--- config.mk ---
export PLATFORM = sky130hd
export DESIGN_NAME = alu_issue_flat
export DESIGN_NICKNAME = d
export VERILOG_FILES = /design/src/rtl/alu_issue_pkg.sv /design/src/rtl/alu_issue_if.sv /design/src/rtl/alu_regfile.sv /design/src/rtl/alu_issue.sv /design/src/flat_wrapper.sv
export SDC_FILE = /design/constraint.sdc
export NUM_CORES = 1
export LEC_CHECK = 0
export BUFFER_PORTS_ARGS = -buffer_cell sky130_fd_sc_hd__buf_4
export CAP_MARGIN = 0
export CORE_ASPECT_RATIO = 1.2
export CORE_UTILIZATION = 54
export DETAILED_ROUTE_END_ITERATION = 8
export GPL_ROUTABILITY_DRIVEN = 1
export PLACE_DENSITY = 0.75
export REMOVE_ABC_BUFFERS = 1
export SLEW_MARGIN = 20
export SYNTH_ARGS = -nofsm -noshare
export SYNTH_HDL_FRONTEND = slang
export SYNTH_SLANG_ARGS = --single-unit
export TNS_END_PERCENT = 100
--- constraint.sdc ---
create_clock -name clk -period 2 [get_ports clk]
set_clock_uncertainty 0.2 [all_clocks]
set_input_delay 0.1 -clock clk [delete_from_list [all_inputs] [get_ports clk]]
set_output_delay 0.1 -clock clk [all_outputs]
set_load 0.005 [all_outputs]
--- src/rtl/alu_issue_pkg.sv ---
// Shared definitions for the ALU issue/write-back stage: opcodes, instruction
// field positions, FSM state encoding and register file geometry.
package alu_issue_pkg;

  // ALU operation select codes
  typedef enum logic [2:0] {
    OpAdd  = 3'b000,
    OpSub  = 3'b001,
    OpAndL = 3'b010,
    OpOrL  = 3'b011,
    OpXor  = 3'b100,
    OpNot  = 3'b101,
    OpShl  = 3'b110,
    OpShr  = 3'b111
  } alu_op_e;

  localparam int unsigned InstrWidth = 16;
  localparam int unsigned RegAddrW   = 3;
  localparam int unsigned NREGS      = 8;

  // Format select: 0 = ALU op, 1 = load-immediate
  localparam int unsigned InstrFmtBit = 15;

  // ALU op format: [14:12] sel, [11:9] rd, [8:6] rs1, [5:3] rs2, [2] shin
  localparam int unsigned OpSelLsb  = 12;
  localparam int unsigned OpRdLsb   = 9;
  localparam int unsigned OpRs1Lsb  = 6;
  localparam int unsigned OpRs2Lsb  = 3;
  localparam int unsigned OpShinBit = 2;

  // Load-immediate format: [14:12] rd, [7:0] imm
  localparam int unsigned LiRdLsb    = 12;
  localparam int unsigned LiImmLsb   = 0;
  localparam int unsigned LiImmWidth = 8;

  // FSM state encoding
  localparam logic [1:0] StIdle = 2'd0;
  localparam logic [1:0] StExec = 2'd1;
  localparam logic [1:0] StWb   = 2'd2;

  // True when the word uses the load-immediate format
  function automatic logic is_load_imm(input logic [InstrWidth-1:0] word);
    return word[InstrFmtBit];
  endfunction

endpackage

--- src/rtl/alu_issue_if.sv ---
// Bundle of the issue stage's handshake, ALU-side and debug signals.
interface alu_issue_if #(
  parameter int unsigned nbit = 16
);
  logic            in_valid;
  logic [15:0]     in_instr;
  logic            in_ready;
  logic [nbit-1:0] alu_a;
  logic [nbit-1:0] alu_b;
  logic [2:0]      alu_sel;
  logic            alu_shin;
  logic [nbit-1:0] alu_result;
  logic            wb_valid;
  logic [2:0]      wb_rd;
  logic [nbit-1:0] wb_data;
  logic [2:0]      dbg_addr;
  logic [nbit-1:0] dbg_data;

  // Instruction source / ALU / debug side
  modport master (
    output in_valid, in_instr, alu_result, dbg_addr,
    input  in_ready, alu_a, alu_b, alu_sel, alu_shin, wb_valid, wb_rd, wb_data, dbg_data
  );

  // Issue stage side
  modport slave (
    input  in_valid, in_instr, alu_result, dbg_addr,
    output in_ready, alu_a, alu_b, alu_sel, alu_shin, wb_valid, wb_rd, wb_data, dbg_data
  );
endinterface

--- src/rtl/alu_regfile.sv ---
// 8 x nbit register file: two combinational operand reads, one combinational
// debug read, one synchronous write port, async reset clears every entry.
module alu_regfile
  import alu_issue_pkg::*;
#(
  parameter int unsigned nbit = 16
) (
  input  logic                clk,
  input  logic                rst_n,
  input  logic [RegAddrW-1:0] raddr_a_i,
  input  logic [RegAddrW-1:0] raddr_b_i,
  input  logic [RegAddrW-1:0] dbg_addr_i,
  input  logic                we_i,
  input  logic [RegAddrW-1:0] waddr_i,
  input  logic [nbit-1:0]     wdata_i,
  output logic [nbit-1:0]     rdata_a_o,
  output logic [nbit-1:0]     rdata_b_o,
  output logic [nbit-1:0]     dbg_data_o
);

  logic [nbit-1:0] mem_q [NREGS];
  logic [nbit-1:0] mem_d [NREGS];

  // Next-state: only the addressed entry changes on a write
  always_comb begin
    mem_d = mem_q;
    if (we_i) begin
      mem_d[waddr_i] = wdata_i;
    end
  end

  // Storage with asynchronous clear
  always_ff @(posedge clk or negedge rst_n) begin
    if (!rst_n) begin
      for (int i = 0; i < NREGS; i++) begin
        mem_q[i] <= '0;
      end
    end else begin
      mem_q <= mem_d;
    end
  end

  assign rdata_a_o  = mem_q[raddr_a_i];
  assign rdata_b_o  = mem_q[raddr_b_i];
  assign dbg_data_o = mem_q[dbg_addr_i];

endmodule

--- src/rtl/alu_issue.sv ---
// Issue and write-back stage around the external combinational ALU. One
// instruction in flight: IDLE accepts, EXEC lets the ALU settle, WB presents
// the result for one cycle and commits it to the register file.
module alu_issue
  import alu_issue_pkg::*;
#(
  parameter int unsigned nbit = 16
) (
  input logic       clk,
  input logic       rst_n,
  alu_issue_if.slave bus
);

  logic [1:0]          state_q, state_d;
  logic [nbit-1:0]     alu_a_q, alu_a_d;
  logic [nbit-1:0]     alu_b_q, alu_b_d;
  logic [2:0]          alu_sel_q, alu_sel_d;
  logic                alu_shin_q, alu_shin_d;
  logic [RegAddrW-1:0] rd_q, rd_d;
  logic                wb_valid_q, wb_valid_d;
  logic [RegAddrW-1:0] wb_rd_q, wb_rd_d;
  logic [nbit-1:0]     wb_data_q, wb_data_d;

  logic [RegAddrW-1:0] rs1, rs2;
  logic [nbit-1:0]     rf_rdata_a, rf_rdata_b;
  logic                rf_we;
  logic                accept;
  logic                unused_rsvd;

  assign rs1         = bus.in_instr[OpRs1Lsb +: RegAddrW];
  assign rs2         = bus.in_instr[OpRs2Lsb +: RegAddrW];
  assign accept      = (state_q == StIdle) && bus.in_valid;
  // Commit happens on the edge that leaves WB
  assign rf_we       = (state_q == StWb);
  assign unused_rsvd = ^bus.in_instr[1:0];

  alu_regfile #(
    .nbit (nbit)
  ) u_regfile (
    .clk        (clk),
    .rst_n      (rst_n),
    .raddr_a_i  (rs1),
    .raddr_b_i  (rs2),
    .dbg_addr_i (bus.dbg_addr),
    .we_i       (rf_we),
    .waddr_i    (wb_rd_q),
    .wdata_i    (wb_data_q),
    .rdata_a_o  (rf_rdata_a),
    .rdata_b_o  (rf_rdata_b),
    .dbg_data_o (bus.dbg_data)
  );

  // Next-state: decode on accept, capture ALU result in EXEC, retire in WB
  always_comb begin
    state_d    = state_q;
    alu_a_d    = alu_a_q;
    alu_b_d    = alu_b_q;
    alu_sel_d  = alu_sel_q;
    alu_shin_d = alu_shin_q;
    rd_d       = rd_q;
    wb_valid_d = wb_valid_q;
    wb_rd_d    = wb_rd_q;
    wb_data_d  = wb_data_q;

    case (state_q)
      StIdle: begin
        if (accept) begin
          if (is_load_imm(bus.in_instr)) begin
            wb_data_d  = nbit'(bus.in_instr[LiImmLsb +: LiImmWidth]);
            wb_rd_d    = bus.in_instr[LiRdLsb +: RegAddrW];
            wb_valid_d = 1'b1;
            state_d    = StWb;
          end else begin
            alu_a_d    = rf_rdata_a;
            alu_b_d    = rf_rdata_b;
            alu_sel_d  = bus.in_instr[OpSelLsb +: 3];
            alu_shin_d = bus.in_instr[OpShinBit];
            rd_d       = bus.in_instr[OpRdLsb +: RegAddrW];
            state_d    = StExec;
          end
        end
      end
      StExec: begin
        wb_data_d  = bus.alu_result;
        wb_rd_d    = rd_q;
        wb_valid_d = 1'b1;
        state_d    = StWb;
      end
      StWb: begin
        wb_valid_d = 1'b0;
        state_d    = StIdle;
      end
      default: begin
        wb_valid_d = 1'b0;
        state_d    = StIdle;
      end
    endcase
  end

  // State and output registers; reset aborts any instruction in flight
  always_ff @(posedge clk or negedge rst_n) begin
    if (!rst_n) begin
      state_q    <= StIdle;
      alu_a_q    <= '0;
      alu_b_q    <= '0;
      alu_sel_q  <= '0;
      alu_shin_q <= 1'b0;
      rd_q       <= '0;
      wb_valid_q <= 1'b0;
      wb_rd_q    <= '0;
      wb_data_q  <= '0;
    end else begin
      state_q    <= state_d;
      alu_a_q    <= alu_a_d;
      alu_b_q    <= alu_b_d;
      alu_sel_q  <= alu_sel_d;
      alu_shin_q <= alu_shin_d;
      rd_q       <= rd_d;
      wb_valid_q <= wb_valid_d;
      wb_rd_q    <= wb_rd_d;
      wb_data_q  <= wb_data_d;
    end
  end

  assign bus.in_ready = (state_q == StIdle);
  assign bus.alu_a    = alu_a_q;
  assign bus.alu_b    = alu_b_q;
  assign bus.alu_sel  = alu_sel_q;
  assign bus.alu_shin = alu_shin_q;
  assign bus.wb_valid = wb_valid_q;
  assign bus.wb_rd    = wb_rd_q;
  assign bus.wb_data  = wb_data_q;

endmodule

--- src/flat_wrapper.sv ---
// flat-port wrapper written by rule: the top's interface ports become plain ports
module alu_issue_flat import alu_issue_pkg::*;
#(
  parameter int unsigned nbit = 16
)
  (clk, rst_n, bus_in_valid, bus_in_instr, bus_alu_result, bus_dbg_addr, bus_in_ready, bus_alu_a, bus_alu_b, bus_alu_sel, bus_alu_shin, bus_wb_valid, bus_wb_rd, bus_wb_data, bus_dbg_data);
  alu_issue_if #(.nbit(nbit)) bus_i ();
  input logic clk;
  input logic rst_n;
  input wire logic [$bits(bus_i.in_valid)-1:0] bus_in_valid;
  input wire logic [$bits(bus_i.in_instr)-1:0] bus_in_instr;
  input wire logic [$bits(bus_i.alu_result)-1:0] bus_alu_result;
  input wire logic [$bits(bus_i.dbg_addr)-1:0] bus_dbg_addr;
  output wire logic [$bits(bus_i.in_ready)-1:0] bus_in_ready;
  output wire logic [$bits(bus_i.alu_a)-1:0] bus_alu_a;
  output wire logic [$bits(bus_i.alu_b)-1:0] bus_alu_b;
  output wire logic [$bits(bus_i.alu_sel)-1:0] bus_alu_sel;
  output wire logic [$bits(bus_i.alu_shin)-1:0] bus_alu_shin;
  output wire logic [$bits(bus_i.wb_valid)-1:0] bus_wb_valid;
  output wire logic [$bits(bus_i.wb_rd)-1:0] bus_wb_rd;
  output wire logic [$bits(bus_i.wb_data)-1:0] bus_wb_data;
  output wire logic [$bits(bus_i.dbg_data)-1:0] bus_dbg_data;
  assign bus_i.in_valid = bus_in_valid;
  assign bus_i.in_instr = bus_in_instr;
  assign bus_i.alu_result = bus_alu_result;
  assign bus_i.dbg_addr = bus_dbg_addr;
  assign bus_in_ready = bus_i.in_ready;
  assign bus_alu_a = bus_i.alu_a;
  assign bus_alu_b = bus_i.alu_b;
  assign bus_alu_sel = bus_i.alu_sel;
  assign bus_alu_shin = bus_i.alu_shin;
  assign bus_wb_valid = bus_i.wb_valid;
  assign bus_wb_rd = bus_i.wb_rd;
  assign bus_wb_data = bus_i.wb_data;
  assign bus_dbg_data = bus_i.dbg_data;
  alu_issue #(.nbit(nbit)) u_core (.clk(clk), .rst_n(rst_n), .bus(bus_i));
endmodule
==> flow_results.xml, run 1 <==
<?xml version="1.0" encoding="UTF-8"?>
<metrics>
  <group name="job">
    <metric name="timing.max_cap.violations" unit="">0</metric>
  </group>
  <group name="setup_path">
    <metric name="reg2reg_depth" unit="">5</metric>
    <metric name="crit_type" unit="">register to output port</metric>
    <metric name="setup.worst_path.start_class" unit="">register</metric>
    <metric name="slowest_cell_on_crit_path" unit="">mux4_2</metric>
    <metric name="worst-endpoint-arrival" unit="ns">1.75</metric>
    <metric name="critical_path.max_stage_delay" unit="ns">0.50</metric>
    <metric name="critPathCaptureType" unit="">output port</metric>
    <metric name="worst-endpoint-required" unit="ns">1.70</metric>
    <metric name="cp_max_fo" unit="">4</metric>
    <metric name="crit_path_cell_trace" unit="">mux4_2, mux2_4, buf_6</metric>
  </group>
  <group name="logic_synthesis">
    <metric name="asyncSetResetFlopFracSynth" unit="%">100</metric>
    <metric name="seq_area_frac_synth" unit="%">46.5</metric>
    <metric name="syn_inst" unit="">759</metric>
    <metric name="synth_flop_cell" unit="">dfrtp_1</metric>
    <metric name="synth_cell_type_count" unit="">28</metric>
    <metric name="netlist.top_cell.by_area" unit="">dfrtp_1</metric>
    <metric name="netlist_area" unit="um2">10200</metric>
    <metric name="synth_enable_flop_cells" unit="">0</metric>
    <metric name="avgSynthCellArea" unit="um2">13.4</metric>
    <metric name="netlist_top_cells_count" unit="">mux2_2, dfrtp_1, mux2i_1</metric>
    <metric name="synth_top_cell_area_share" unit="%">46.5</metric>
    <metric name="synth.area.top_cells" unit="">dfrtp_1, mux2_2, mux2i_1</metric>
    <metric name="synth.ff_latch_count" unit="">189</metric>
    <metric name="dominant_cell_by_count_in_the_synthesized_netlist" unit="">mux2_2</metric>
    <metric name="synth.yosys.warnings" unit="">0</metric>
  </group>
  <group name="cts">
    <metric name="clkSlewWorstSetupHoldPaths" unit="ns">0.07</metric>
    <metric name="cts-htree-levels" unit="">4</metric>
    <metric name="worstSkewPairLatency" unit="ns">0.44</metric>
    <metric name="clk_path_buf_depth" unit="">2</metric>
    <metric name="cts.sink_count" unit="">189</metric>
    <metric name="cts_root_buf" unit="">clkbuf_16</metric>
    <metric name="cts_tree" unit="">done</metric>
    <metric name="numCtsBuffers" unit="">17</metric>
  </group>
  <group name="die">
    <metric name="die_height" unit="um">152</metric>
    <metric name="effective_utilization_at_floorplan" unit="%">55.5</metric>
    <metric name="fp.dieW" unit="um">127</metric>
    <metric name="area_of_the_core" unit="um2">18300</metric>
    <metric name="dieArea" unit="um2">19400</metric>
    <metric name="rows" unit="">54</metric>
    <metric name="ioPinCount" unit="">111</metric>
  </group>
  <group name="sta">
    <metric name="finalSetupViolCount" unit="">13</metric>
    <metric name="setup_total_negative_slack" unit="ns">-0.240</metric>
    <metric name="post_route_fraction_of_the_period_consumed_by_the_critical_path" unit="%">102</metric>
    <metric name="finalHoldViolCount" unit="">1</metric>
    <metric name="tightest_slew" unit="ns">0.647</metric>
    <metric name="rsz0062_at_grt" unit="">yes</metric>
    <metric name="maxSlewHeadroom" unit="%">56.8</metric>
    <metric name="finalWorstSetupSlack" unit="ns">-0.0499</metric>
    <metric name="final.hold.worst_slack" unit="ns">-0.00938</metric>
    <metric name="timing.fmax" unit="GHz">0.488</metric>
    <metric name="finalMaxSlewViolations" unit="">0</metric>
    <metric name="finalWorstPathRequiredPeriod" unit="ns">2.05</metric>
  </group>
  <group name="detailed_routing">
    <metric name="postRouteWirelength" unit="um">30800</metric>
    <metric name="drt-wirelength-per-cell" unit="um">24.1</metric>
    <metric name="drt-initial-drc-count" unit="">664</metric>
    <metric name="ant_nets" unit="">0</metric>
    <metric name="routed-via-count" unit="">8040</metric>
    <metric name="remaining_drc_errors" unit="">0</metric>
    <metric name="drt_pre_antenna_iters" unit="">4</metric>
    <metric name="drt-vias-per-instance" unit="">6.28</metric>
  </group>
  <group name="global_routing">
    <metric name="grt_start_max_net_pins" unit="">73</metric>
    <metric name="global_route_congestion_overflow_total" unit="">0</metric>
    <metric name="grt_pass1_wl" unit="um">47200</metric>
    <metric name="grtUsageTotal" unit="%">32.6</metric>
    <metric name="vias_in_the_first_global_route" unit="">8474</metric>
    <metric name="antenna_violations_before_repair" unit="">0</metric>
  </group>
  <group name="placement">
    <metric name="dp.final_hpwl" unit="um">17500</metric>
    <metric name="place_worst_setup_slack" unit="ns">0.0261</metric>
    <metric name="place.port_buffers" unit="">110</metric>
    <metric name="gp_congestion" unit="">0.807</metric>
    <metric name="area_after_detailed_placement" unit="um2">11600</metric>
  </group>
  <group name="pwr">
    <metric name="internal-power" unit="mW">12.0</metric>
    <metric name="peakVddDrop" unit="uV">758</metric>
    <metric name="pwr-share-seq" unit="%">37.3</metric>
    <metric name="switching_power_as_a_share_of_total_power" unit="%">30.7</metric>
    <metric name="combPwrFrac" unit="%">41.9</metric>
    <metric name="power.net_switching" unit="mW">5.32</metric>
    <metric name="p_leak" unit="nW">6.53</metric>
    <metric name="power_density" unit="nW/um2">1280</metric>
    <metric name="clock_power_share" unit="%">20.8</metric>
  </group>
  <group name="final_layout">
    <metric name="n_antenna_cell" unit="">0</metric>
    <metric name="nets" unit="">1053</metric>
    <metric name="postLayoutCellArea" unit="um2">13500</metric>
    <metric name="drive_above_1_share" unit="%">54.3</metric>
    <metric name="syn2layout_area_growth" unit="%">32.8</metric>
    <metric name="final_util" unit="%">73.8</metric>
  </group>
  <group name="run_status">
    <metric name="run_status" unit="">complete, but fails checks</metric>
    <metric name="violations" unit="">negative hold slack, negative setup slack</metric>
  </group>
  <group name="min_path">
    <metric name="worst_hold_path_type" unit="">input pin to asynchronous set/reset pin</metric>
  </group>
</metrics>
## stage by stage
stage	power (mW)	std cells	hold WS (ns)
floorplan	9.63	698	-0.396
global placement	11.4	1105	-0.103
detailed placement	11.8	1105	-0.0936
CTS	16.9	1260	0.0140
global route	18.2	1280	0.0557
finish	17.3	1280	-0.00938
## cells in the final DEF (no fill, tap or decap), drive strengths merged, types with 2 or more instances in the layout
cell,n
a21oi,2
a22o,40
buf,265
bufinv,3
clkbuf,24
clkinv,2
clkinvlp,3
dfrtp,189
dlygate4sd3,32
inv,4
mux2,215
mux2i,75
mux4,32
nand2,36
nand2b,3
nand3b,3
nor2,5
nor2b,3
nor3b,3
o21ai,22
o22ai,32
o31ai,32
## worst max-delay path, delay by kind of cell (launching register included)
kind,cells,cell delay (ns)
buffers and inverters,1,0.12
DFF,1,0.41
muxes,2,0.78
## area by class of cell
cell class,instances,area [um2]
fill,1143,4800
clock buffer,23,498
inverter,3,11.3
timing repair buffer,298,2630
clock inverter,9,131
multi-input combinational,506,5190
sequential,189,4730
tap,252,315
## power by group through the flow
| stage | clock network, mW | registers [mW] | logic, mW |
|---|---|---|---|
| after detailed placement | 0 | 6.82 | 4.95 |
| after CTS | 3.62 | 6.37 | 6.88 |
| after global routing | 3.81 | 6.60 | 7.75 |
| after global placement | 0 | 6.62 | 4.76 |
| after floorplan | 0 | 6.36 | 3.27 |
| final | 3.60 | 6.46 | 7.26 |
## flip-flops by register name (all words and copies together), names as in the netlist
| signal | count |
|---|---|
| u_core.bus.alu_a | 16 |
| u_core.bus.alu_b | 16 |
| u_core.bus.alu_sel | 3 |
| u_core.bus.alu_shin | 1 |
| u_core.bus.wb_data | 16 |
| u_core.bus.wb_rd | 3 |
| u_core.bus.wb_valid | 1 |
| u_core.rd_q | 3 |
| u_core.state_q | 2 |
| u_core.u_regfile.mem_q | 128 |
## routing by layer
metal	global-route usage [%]	part of all wire, %	vias up
li1	-	-	3422
met1	40.2	40	4151
met2	55.2	49	363
met3	5.13	6.2	104
met4	16.7	4.7	0
met5	0	0	-
## what timing repair did
item                                   CTS  global route
resized for setup                       33             6
endpoints found under the hold margin  216             0
hold buffers                            32             0
buffers inserted                        91            19
setup endpoints to repair               17            45
gates cloned                             0             1
## path summary, 6_finish.rpt
path | from | to | slack (ns)
min in group clk | bus_in_instr[6] | u_core.bus.alu_a[10]$_DFFE_PN0P_ | 0.08
max reg2reg | u_core.state_q[1]$_DFFE_PN0P_ | u_core.u_regfile.mem_q[77]$_DFFE_PN0P_ | 0.08
max | u_core.u_regfile.mem_q[4]$_DFFE_PN0P_ | bus_dbg_data[4] | -0.05
min reg2reg | u_core.bus.alu_a[13]$_DFFE_PN0P_ | u_core.bus.alu_a[13]$_DFFE_PN0P_ | 0.28
max in group asynchronous | rst_n | u_core.bus.alu_shin$_DFFE_PN0P_ | 0.96
min | rst_n | u_core.u_regfile.mem_q[49]$_DFFE_PN0P_ | -0.009
## kinds of logic (layout without fill, tap and decap cells)
kind of cell	Yosys count	in the layout	share of synthesized area [%]
AO/OA/AOI/OAI	128	128	8.96
buffers and inverters	64	333	3.22
flip-flops	189	189	46.5
multiplexers	322	322	38.3
AND/OR/NAND/NOR	56	56	3.00
Note: power is estimated with default switching activity, not from simulation.
==> inputs of run 2 (changes only) <==
Settings changed: BUFFER_PORTS_ARGS -buffer_cell sky130_fd_sc_hd__buf_4 to unset, CORE_UTILIZATION 54 to 35, DONT_BUFFER_PORTS set to 1, PLACE_DENSITY 0.75 to 0.49, REMOVE_ABC_BUFFERS 1 to unset.
==> run 2 against run 1 <==
The run ends with negative hold slack left. Register-to-register slack better by 0.02 ns. Total power down 15%. Final area down 12%. Sequential share of layout area up 4.8 points. Via count down 14%. Wire length up 0.30%. Critical path depth down 1. Die area up 53%. Core utilization down 32 points. Worst setup slack better by 0.10 ns. Maximum frequency up 5.3%.
==> flow_results.xml, run 2 (synthesis gave the netlist of run 1 again) <==
<?xml version="1.0" encoding="UTF-8"?>
<metrics>
  <group name="pwr">
    <metric name="power_total" unit="mW">14.7</metric>
    <metric name="p_leak" unit="nW">5.27</metric>
    <metric name="power_density" unit="nW/um2">1230</metric>
    <metric name="peakVddDrop" unit="uV">628</metric>
  </group>
  <group name="cts">
    <metric name="worstSkewPairLatency" unit="ns">0.44</metric>
    <metric name="cts.hold.buffers_added" unit="">64</metric>
    <metric name="cts.sink_count" unit="">189</metric>
    <metric name="cts_root_buf" unit="">clkbuf_16</metric>
    <metric name="clk_path_buf_depth" unit="">2</metric>
    <metric name="numCtsBuffers" unit="">17</metric>
    <metric name="clkSlewWorstSetupHoldPaths" unit="ns">0.07</metric>
    <metric name="cts-htree-levels" unit="">4</metric>
    <metric name="cts_tree" unit="">done</metric>
  </group>
  <group name="global_routing">
    <metric name="grt_pass1_wl" unit="um">47200</metric>
    <metric name="global_route_congestion_overflow_total" unit="">0</metric>
    <metric name="antenna_violations_before_repair" unit="">1</metric>
    <metric name="grtUsageTotal" unit="%">21.7</metric>
    <metric name="vias_in_the_first_global_route" unit="">7508</metric>
    <metric name="grt_start_max_net_pins" unit="">190</metric>
  </group>
  <group name="sta">
    <metric name="timing.fmax" unit="GHz">0.514</metric>
    <metric name="setup_total_negative_slack" unit="ns">0</metric>
    <metric name="rsz0062_at_grt" unit="">no</metric>
    <metric name="finalSetupViolCount" unit="">0</metric>
    <metric name="tightest_slew" unit="ns">0.514</metric>
    <metric name="maxSlewHeadroom" unit="%">65.7</metric>
    <metric name="post_route_fraction_of_the_period_consumed_by_the_critical_path" unit="%">97.4</metric>
    <metric name="finalWorstSetupSlack" unit="ns">0.0527</metric>
    <metric name="finalMaxSlewViolations" unit="">0</metric>
    <metric name="final.hold.worst_slack" unit="ns">-0.838</metric>
    <metric name="finalHoldViolCount" unit="">189</metric>
    <metric name="finalWorstPathRequiredPeriod" unit="ns">1.95</metric>
  </group>
  <group name="placement">
    <metric name="dp.final_hpwl" unit="um">17500</metric>
    <metric name="gp_congestion" unit="">0.747</metric>
    <metric name="dpl.cell_count" unit="">1107</metric>
    <metric name="place.port_buffers" unit="">0</metric>
    <metric name="place_worst_setup_slack" unit="ns">0.148</metric>
  </group>
  <group name="detailed_routing">
    <metric name="remaining_drc_errors" unit="">0</metric>
    <metric name="ant_nets" unit="">0</metric>
    <metric name="routed-via-count" unit="">6900</metric>
    <metric name="drt_pre_antenna_iters" unit="">4</metric>
    <metric name="drt-initial-drc-count" unit="">339</metric>
    <metric name="drt-wirelength-per-cell" unit="um">25.6</metric>
    <metric name="postRouteWirelength" unit="um">30900</metric>
    <metric name="drt-vias-per-instance" unit="">5.72</metric>
  </group>
  <group name="final_layout">
    <metric name="filler_cell_count" unit="">2663</metric>
    <metric name="multiInputGateArea" unit="um2">5120</metric>
    <metric name="area_taken_by_flip_flops_and_latches" unit="um2">4730</metric>
    <metric name="drive_above_1_share" unit="%">38.7</metric>
    <metric name="largest_reg_flops" unit="">128</metric>
    <metric name="final_cells" unit="">1206</metric>
    <metric name="syn2layout_area_growth" unit="%">16.9</metric>
    <metric name="final_common_cell" unit="">mux2_2</metric>
    <metric name="nets" unit="">845</metric>
    <metric name="layout.cells.most_common_list" unit="">mux2_2, dfrtp_1, mux2i_1</metric>
    <metric name="register_bank_with_the_most_flops" unit="">u_core.u_regfile.mem_q</metric>
  </group>
  <group name="die">
    <metric name="effective_utilization_at_floorplan" unit="%">35.5</metric>
    <metric name="rows" unit="">68</metric>
    <metric name="die_height" unit="um">189</metric>
    <metric name="ioPinCount" unit="">111</metric>
    <metric name="fp.dieW" unit="um">158</metric>
    <metric name="area_of_the_core" unit="um2">28700</metric>
    <metric name="dieArea" unit="um2">29700</metric>
  </group>
  <group name="setup_path">
    <metric name="crit_type" unit="">register to output port</metric>
    <metric name="cp_max_fo" unit="">4</metric>
    <metric name="critPathCaptureType" unit="">output port</metric>
    <metric name="worst-endpoint-arrival" unit="ns">1.65</metric>
    <metric name="worst-endpoint-required" unit="ns">1.70</metric>
    <metric name="setup.worst_path.start_class" unit="">register</metric>
  </group>
  <group name="logic_synthesis">
    <metric name="synth_fp_nets" unit="">797</metric>
  </group>
  <group name="min_path">
    <metric name="worst_hold_path_type" unit="">input pin to asynchronous set/reset pin</metric>
  </group>
  <group name="job">
    <metric name="timing.max_cap.violations" unit="">0</metric>
  </group>
  <group name="run_status">
    <metric name="run_status" unit="">complete, but fails checks</metric>
    <metric name="violations" unit="">negative hold slack</metric>
  </group>
</metrics>
-- run 2: cell types whose count changed in the layout (fill, tap and decap cells not counted), sizes merged --
cell	previous run	this run
clkbuf	24	19
dlygate4sd3	32	62
bufinv	3	0
diode	0	1
clkinvlp	3	2
clkinv	2	5
inv	4	9
buf	265	28
-- run 2: report_power, final --
part           switching [mW]  internal, mW
combinational            1.54          2.97
clock                    1.60          1.66
sequential               1.60          5.28
total                    4.75          9.92
-- run 2: layer usage --
metal  wire (um)  track usage, %
met1       13000            27.4
met2       15400            36.1
met3        1950            5.45
met4         511            7.09
met5          10               0
-- run 2: worst paths after layout --
check | from | end | slack, ns | cells after the start
min in group clk | bus_in_instr[5] | u_core.bus.alu_b[15]$_DFFE_PN0P_ | 0.03 | 4
hold / removal | rst_n | u_core.u_regfile.mem_q[108]$_DFFE_PN0P_ | -0.84 | 0
setup reg to reg | u_core.state_q[0]$_DFFE_PN0P_ | u_core.bus.wb_rd[1]$_DFFE_PN0P_ | 0.10 | 5
hold reg to reg | u_core.bus.alu_a[7]$_DFFE_PN0P_ | u_core.bus.alu_a[7]$_DFFE_PN0P_ | 0.32 | 2
setup / recovery | u_core.u_regfile.mem_q[3]$_DFFE_PN0P_ | bus_dbg_data[3] | 0.05 | 2
max in group asynchronous | rst_n | u_core.u_regfile.mem_q[56]$_DFFE_PN0P_ | 2.00 | 0
-- run 2: worst max-delay path: stages, from the launching register on --
cell	delay [ns]
dfrtp_1	0.41
mux4_2	0.50
mux2_2	0.30
-- run 2: per-stage QoR --
stage	hold WS [ns]	area [um2]	utilization [%]
6_report	-0.838	11900	41.4
5_1_grt	-0.869	11900	41.4
4_1_cts	-0.867	11900	41.4
3_5_place_dp	-0.388	10600	37.1
3_3_place_gp	-0.388	10600	37.1
2_1_floorplan	-0.396	10200	-
-- run 2: layout make-up --
type / instances / share of cell area, %
inverters: 3 / 0.0948
repair buffers: 90 / 8.28
clock inverters: 13 / 0.916
multi-input cells: 506 / 43.1
well taps: 385 / 4.05
clock buffers: 19 / 3.73
flip-flops and latches: 189 / 39.8
diodes: 1 / 0.0211
-- run 2: repair_timing --
action | in CTS | in global routing
hold endpoints to repair | 249 | 189
resized for setup | 0 | 1
setup buffers | 0 | 2
setup endpoints to repair | 0 | 2
==> inputs of run 3 (changes only) <==
--- a/config.mk
+++ b/config.mk
@@ -8,9 +8,9 @@
 export CAP_MARGIN = 0
 export CORE_ASPECT_RATIO = 1.2
-export CORE_UTILIZATION = 35
+export CORE_UTILIZATION = 45
 export DETAILED_ROUTE_END_ITERATION = 8
 export DONT_BUFFER_PORTS = 1
 export GPL_ROUTABILITY_DRIVEN = 1
-export PLACE_DENSITY = 0.49
+export PLACE_DENSITY = 0.6
 export SLEW_MARGIN = 20
 export SYNTH_ARGS = -nofsm -noshare
==> constraint.sdc (replaced) <==
create_clock -name clk -period 2 [get_ports clk]
set_clock_uncertainty 0.2 [all_clocks]
set_input_delay 0 -clock clk [delete_from_list [all_inputs] [get_ports clk]]
set_output_delay 0 -clock clk [all_outputs]
set_load 0.005 [all_outputs]
==> run 3 against run 2 <==
The flow finishes with violations (design-rule violations, negative hold slack). Non-clock buffer count decreased by 4. Via count rose by 0.74%. Sequential share of layout area rose by 0.53 points. Worst hold slack lost 0.11 ns. Worst setup slack better by 0.017 ns. Largest cell class unchanged.
==> flow_results.xml, run 3 (synthesis gave the netlist of run 1 again) <==
<?xml version="1.0" encoding="UTF-8"?>
<metrics>
  <group name="sta">
    <metric name="finalWorstSetupSlack" unit="ns">0.0694</metric>
    <metric name="maxSlewHeadroom" unit="%">26.7</metric>
    <metric name="tightest_slew" unit="ns">1.10</metric>
    <metric name="finalWorstPathRequiredPeriod" unit="ns">1.93</metric>
    <metric name="finalMaxSlewViolations" unit="">0</metric>
    <metric name="post_route_fraction_of_the_period_consumed_by_the_critical_path" unit="%">96.5</metric>
    <metric name="timing.fmax" unit="GHz">0.518</metric>
    <metric name="rsz0062_at_grt" unit="">no</metric>
    <metric name="finalSetupViolCount" unit="">0</metric>
    <metric name="final.hold.worst_slack" unit="ns">-0.945</metric>
    <metric name="setup_total_negative_slack" unit="ns">0</metric>
    <metric name="finalHoldViolCount" unit="">189</metric>
  </group>
  <group name="detailed_routing">
    <metric name="postRouteWirelength" unit="um">29200</metric>
    <metric name="drt_pre_antenna_iters" unit="">8</metric>
    <metric name="remaining_drc_errors" unit="">7</metric>
    <metric name="drt-vias-per-instance" unit="">6.38</metric>
    <metric name="drt-initial-drc-count" unit="">594</metric>
    <metric name="routed-via-count" unit="">6951</metric>
    <metric name="drt-wirelength-per-cell" unit="um">26.8</metric>
    <metric name="ant_nets" unit="">0</metric>
  </group>
  <group name="global_routing">
    <metric name="vias_in_the_first_global_route" unit="">7415</metric>
    <metric name="global_route_congestion_overflow_total" unit="">0</metric>
    <metric name="grtUsageTotal" unit="%">26.2</metric>
    <metric name="antenna_violations_before_repair" unit="">0</metric>
    <metric name="grt_pass1_wl" unit="um">45000</metric>
    <metric name="grt_start_max_net_pins" unit="">190</metric>
  </group>
  <group name="cts">
    <metric name="cts-htree-levels" unit="">4</metric>
    <metric name="cts_root_buf" unit="">clkbuf_16</metric>
    <metric name="cts.sink_count" unit="">189</metric>
    <metric name="numCtsBuffers" unit="">17</metric>
    <metric name="clk_path_buf_depth" unit="">2</metric>
    <metric name="cts_tree" unit="">done</metric>
    <metric name="worstSkewPairLatency" unit="ns">0.44</metric>
    <metric name="clkSlewWorstSetupHoldPaths" unit="ns">0.07</metric>
    <metric name="cts.hold.buffers_added" unit="">59</metric>
  </group>
  <group name="die">
    <metric name="ioPinCount" unit="">111</metric>
    <metric name="fp.dieW" unit="um">139</metric>
    <metric name="area_of_the_core" unit="um2">21900</metric>
    <metric name="dieArea" unit="um2">23200</metric>
    <metric name="effective_utilization_at_floorplan" unit="%">46.4</metric>
    <metric name="rows" unit="">59</metric>
    <metric name="die_height" unit="um">167</metric>
  </group>
  <group name="setup_path">
    <metric name="slowest_cell_on_crit_path" unit="">dfrtp_1</metric>
    <metric name="worst-endpoint-required" unit="ns">2.12</metric>
    <metric name="critical_path.max_stage_delay" unit="ns">0.40</metric>
    <metric name="setup.worst_path.start_class" unit="">register</metric>
    <metric name="crit_path_start" unit="">u_core.state_q[0]$_DFFE_PN0P_</metric>
    <metric name="rr_startpoint" unit="">u_core.state_q[0]$_DFFE_PN0P_</metric>
    <metric name="worst-endpoint-arrival" unit="ns">2.05</metric>
    <metric name="crit_type" unit="">register to register</metric>
    <metric name="cp_max_fo" unit="">16</metric>
    <metric name="critPathCaptureType" unit="">register</metric>
    <metric name="crit_path_cell_trace" unit="">buf_4, nand3b_4, nor3b_2, buf_12, mux2_2</metric>
  </group>
  <group name="final_layout">
    <metric name="final_common_cell" unit="">mux2_2</metric>
    <metric name="postLayoutCellArea" unit="um2">11700</metric>
    <metric name="nets" unit="">841</metric>
    <metric name="final_util" unit="%">53.5</metric>
    <metric name="n_antenna_cell" unit="">0</metric>
    <metric name="final_cells" unit="">1090</metric>
    <metric name="layout.cells.most_common_list" unit="">mux2_2, dfrtp_1, mux2i_1</metric>
    <metric name="drive_above_1_share" unit="%">39.3</metric>
    <metric name="syn2layout_area_growth" unit="%">15.4</metric>
    <metric name="register_bank_with_the_most_flops" unit="">u_core.u_regfile.mem_q</metric>
    <metric name="filler_cell_count" unit="">1818</metric>
    <metric name="largest_reg_flops" unit="">128</metric>
  </group>
  <group name="run_status">
    <metric name="run_status" unit="">complete, but fails checks</metric>
    <metric name="violations" unit="">design-rule violations, negative hold slack</metric>
  </group>
  <group name="logic_synthesis">
    <metric name="synth_fp_nets" unit="">797</metric>
  </group>
  <group name="pwr">
    <metric name="peakVddDrop" unit="uV">712</metric>
    <metric name="p_leak" unit="nW">5.28</metric>
    <metric name="power_total" unit="mW">14.5</metric>
    <metric name="power_density" unit="nW/um2">1240</metric>
  </group>
  <group name="placement">
    <metric name="gp_congestion" unit="">0.771</metric>
    <metric name="place.port_buffers" unit="">0</metric>
    <metric name="area_after_detailed_placement" unit="um2">10500</metric>
    <metric name="place_worst_setup_slack" unit="ns">0.00741</metric>
    <metric name="dpl.cell_count" unit="">997</metric>
    <metric name="dp.final_hpwl" unit="um">16000</metric>
  </group>
  <group name="job">
    <metric name="timing.max_cap.violations" unit="">0</metric>
  </group>
  <group name="min_path">
    <metric name="worst_hold_path_type" unit="">input pin to asynchronous set/reset pin</metric>
  </group>
</metrics>
run 3: changes by cell type in the layout (fill, tap and decap cells not counted), moves of 2 or more:
| cell | change |
|---|---|
| inv_6 | -4 |
| clkinv_2 | +3 |
| dlygate4sd3_1 | -6 |
| clkinv_4 | +3 |
| inv_8 | -2 |
run 3: final cells by class:
cell class | instances | area, um2 | area share, %
inverter | 3 | 11.3 | 0.0960
sequential | 189 | 4730 | 40.3
multi-input combinational | 506 | 5120 | 43.6
timing repair buffer | 86 | 963 | 8.22
clock buffer | 18 | 439 | 3.74
tap | 274 | 343 | 2.92
clock inverter | 14 | 123 | 1.05
run 3: per-layer routing:
layer | share of wire (%) | global-route usage (%) | wire, um | up-vias
li1 | - | - | - | 2993
met1 | 42 | 33.3 | 12200 | 3624
met4 | 3.0 | 10.8 | 868 | 0
met2 | 49 | 43.2 | 14300 | 269
met3 | 6.4 | 6.01 | 1870 | 65
met5 | 0 | 0 | 0 | -
run 3: path summary, 6_finish.rpt:
| check | to | slack, ns | depth (start not counted) |
|---|---|---|---|
| setup / recovery | u_core.u_regfile.mem_q[36]$_DFFE_PN0P_ | 0.07 | 5 |
| hold / removal | u_core.u_regfile.mem_q[56]$_DFFE_PN0P_ | -0.95 | 0 |
| setup reg to reg | u_core.u_regfile.mem_q[36]$_DFFE_PN0P_ | 0.07 | 5 |
| hold reg to reg | u_core.bus.alu_a[12]$_DFFE_PN0P_ | 0.32 | 2 |
| max in group asynchronous | u_core.bus.wb_rd[2]$_DFFE_PN0P_ | 2.12 | 0 |
| min in group clk | u_core.bus.alu_a[4]$_DFFE_PN0P_ | 0.03 | 4 |
run 3: power breakdown:
group,internal [mW],switching [mW]
clock network,1.75,1.52
logic,2.90,1.51
registers,5.29,1.60
total,9.93,4.62
run 3: repair_timing:
item                                    in CTS  in global routing
endpoints found under the setup margin       1                  1
cloned                                       1                  0
buffers inserted                             0                  1
resized for setup                            1                  1
endpoints found under the hold margin      265                189
run 3: critical path: cells and delay by family (launching register included):
| kind | cells | cell delay [ns] |
|---|---|---|
| buffers and inverters | 2 | 0.39 |
| multiplexers | 1 | 0.36 |
| flip-flops | 1 | 0.40 |
| AND/OR/NAND/NOR | 2 | 0.44 |
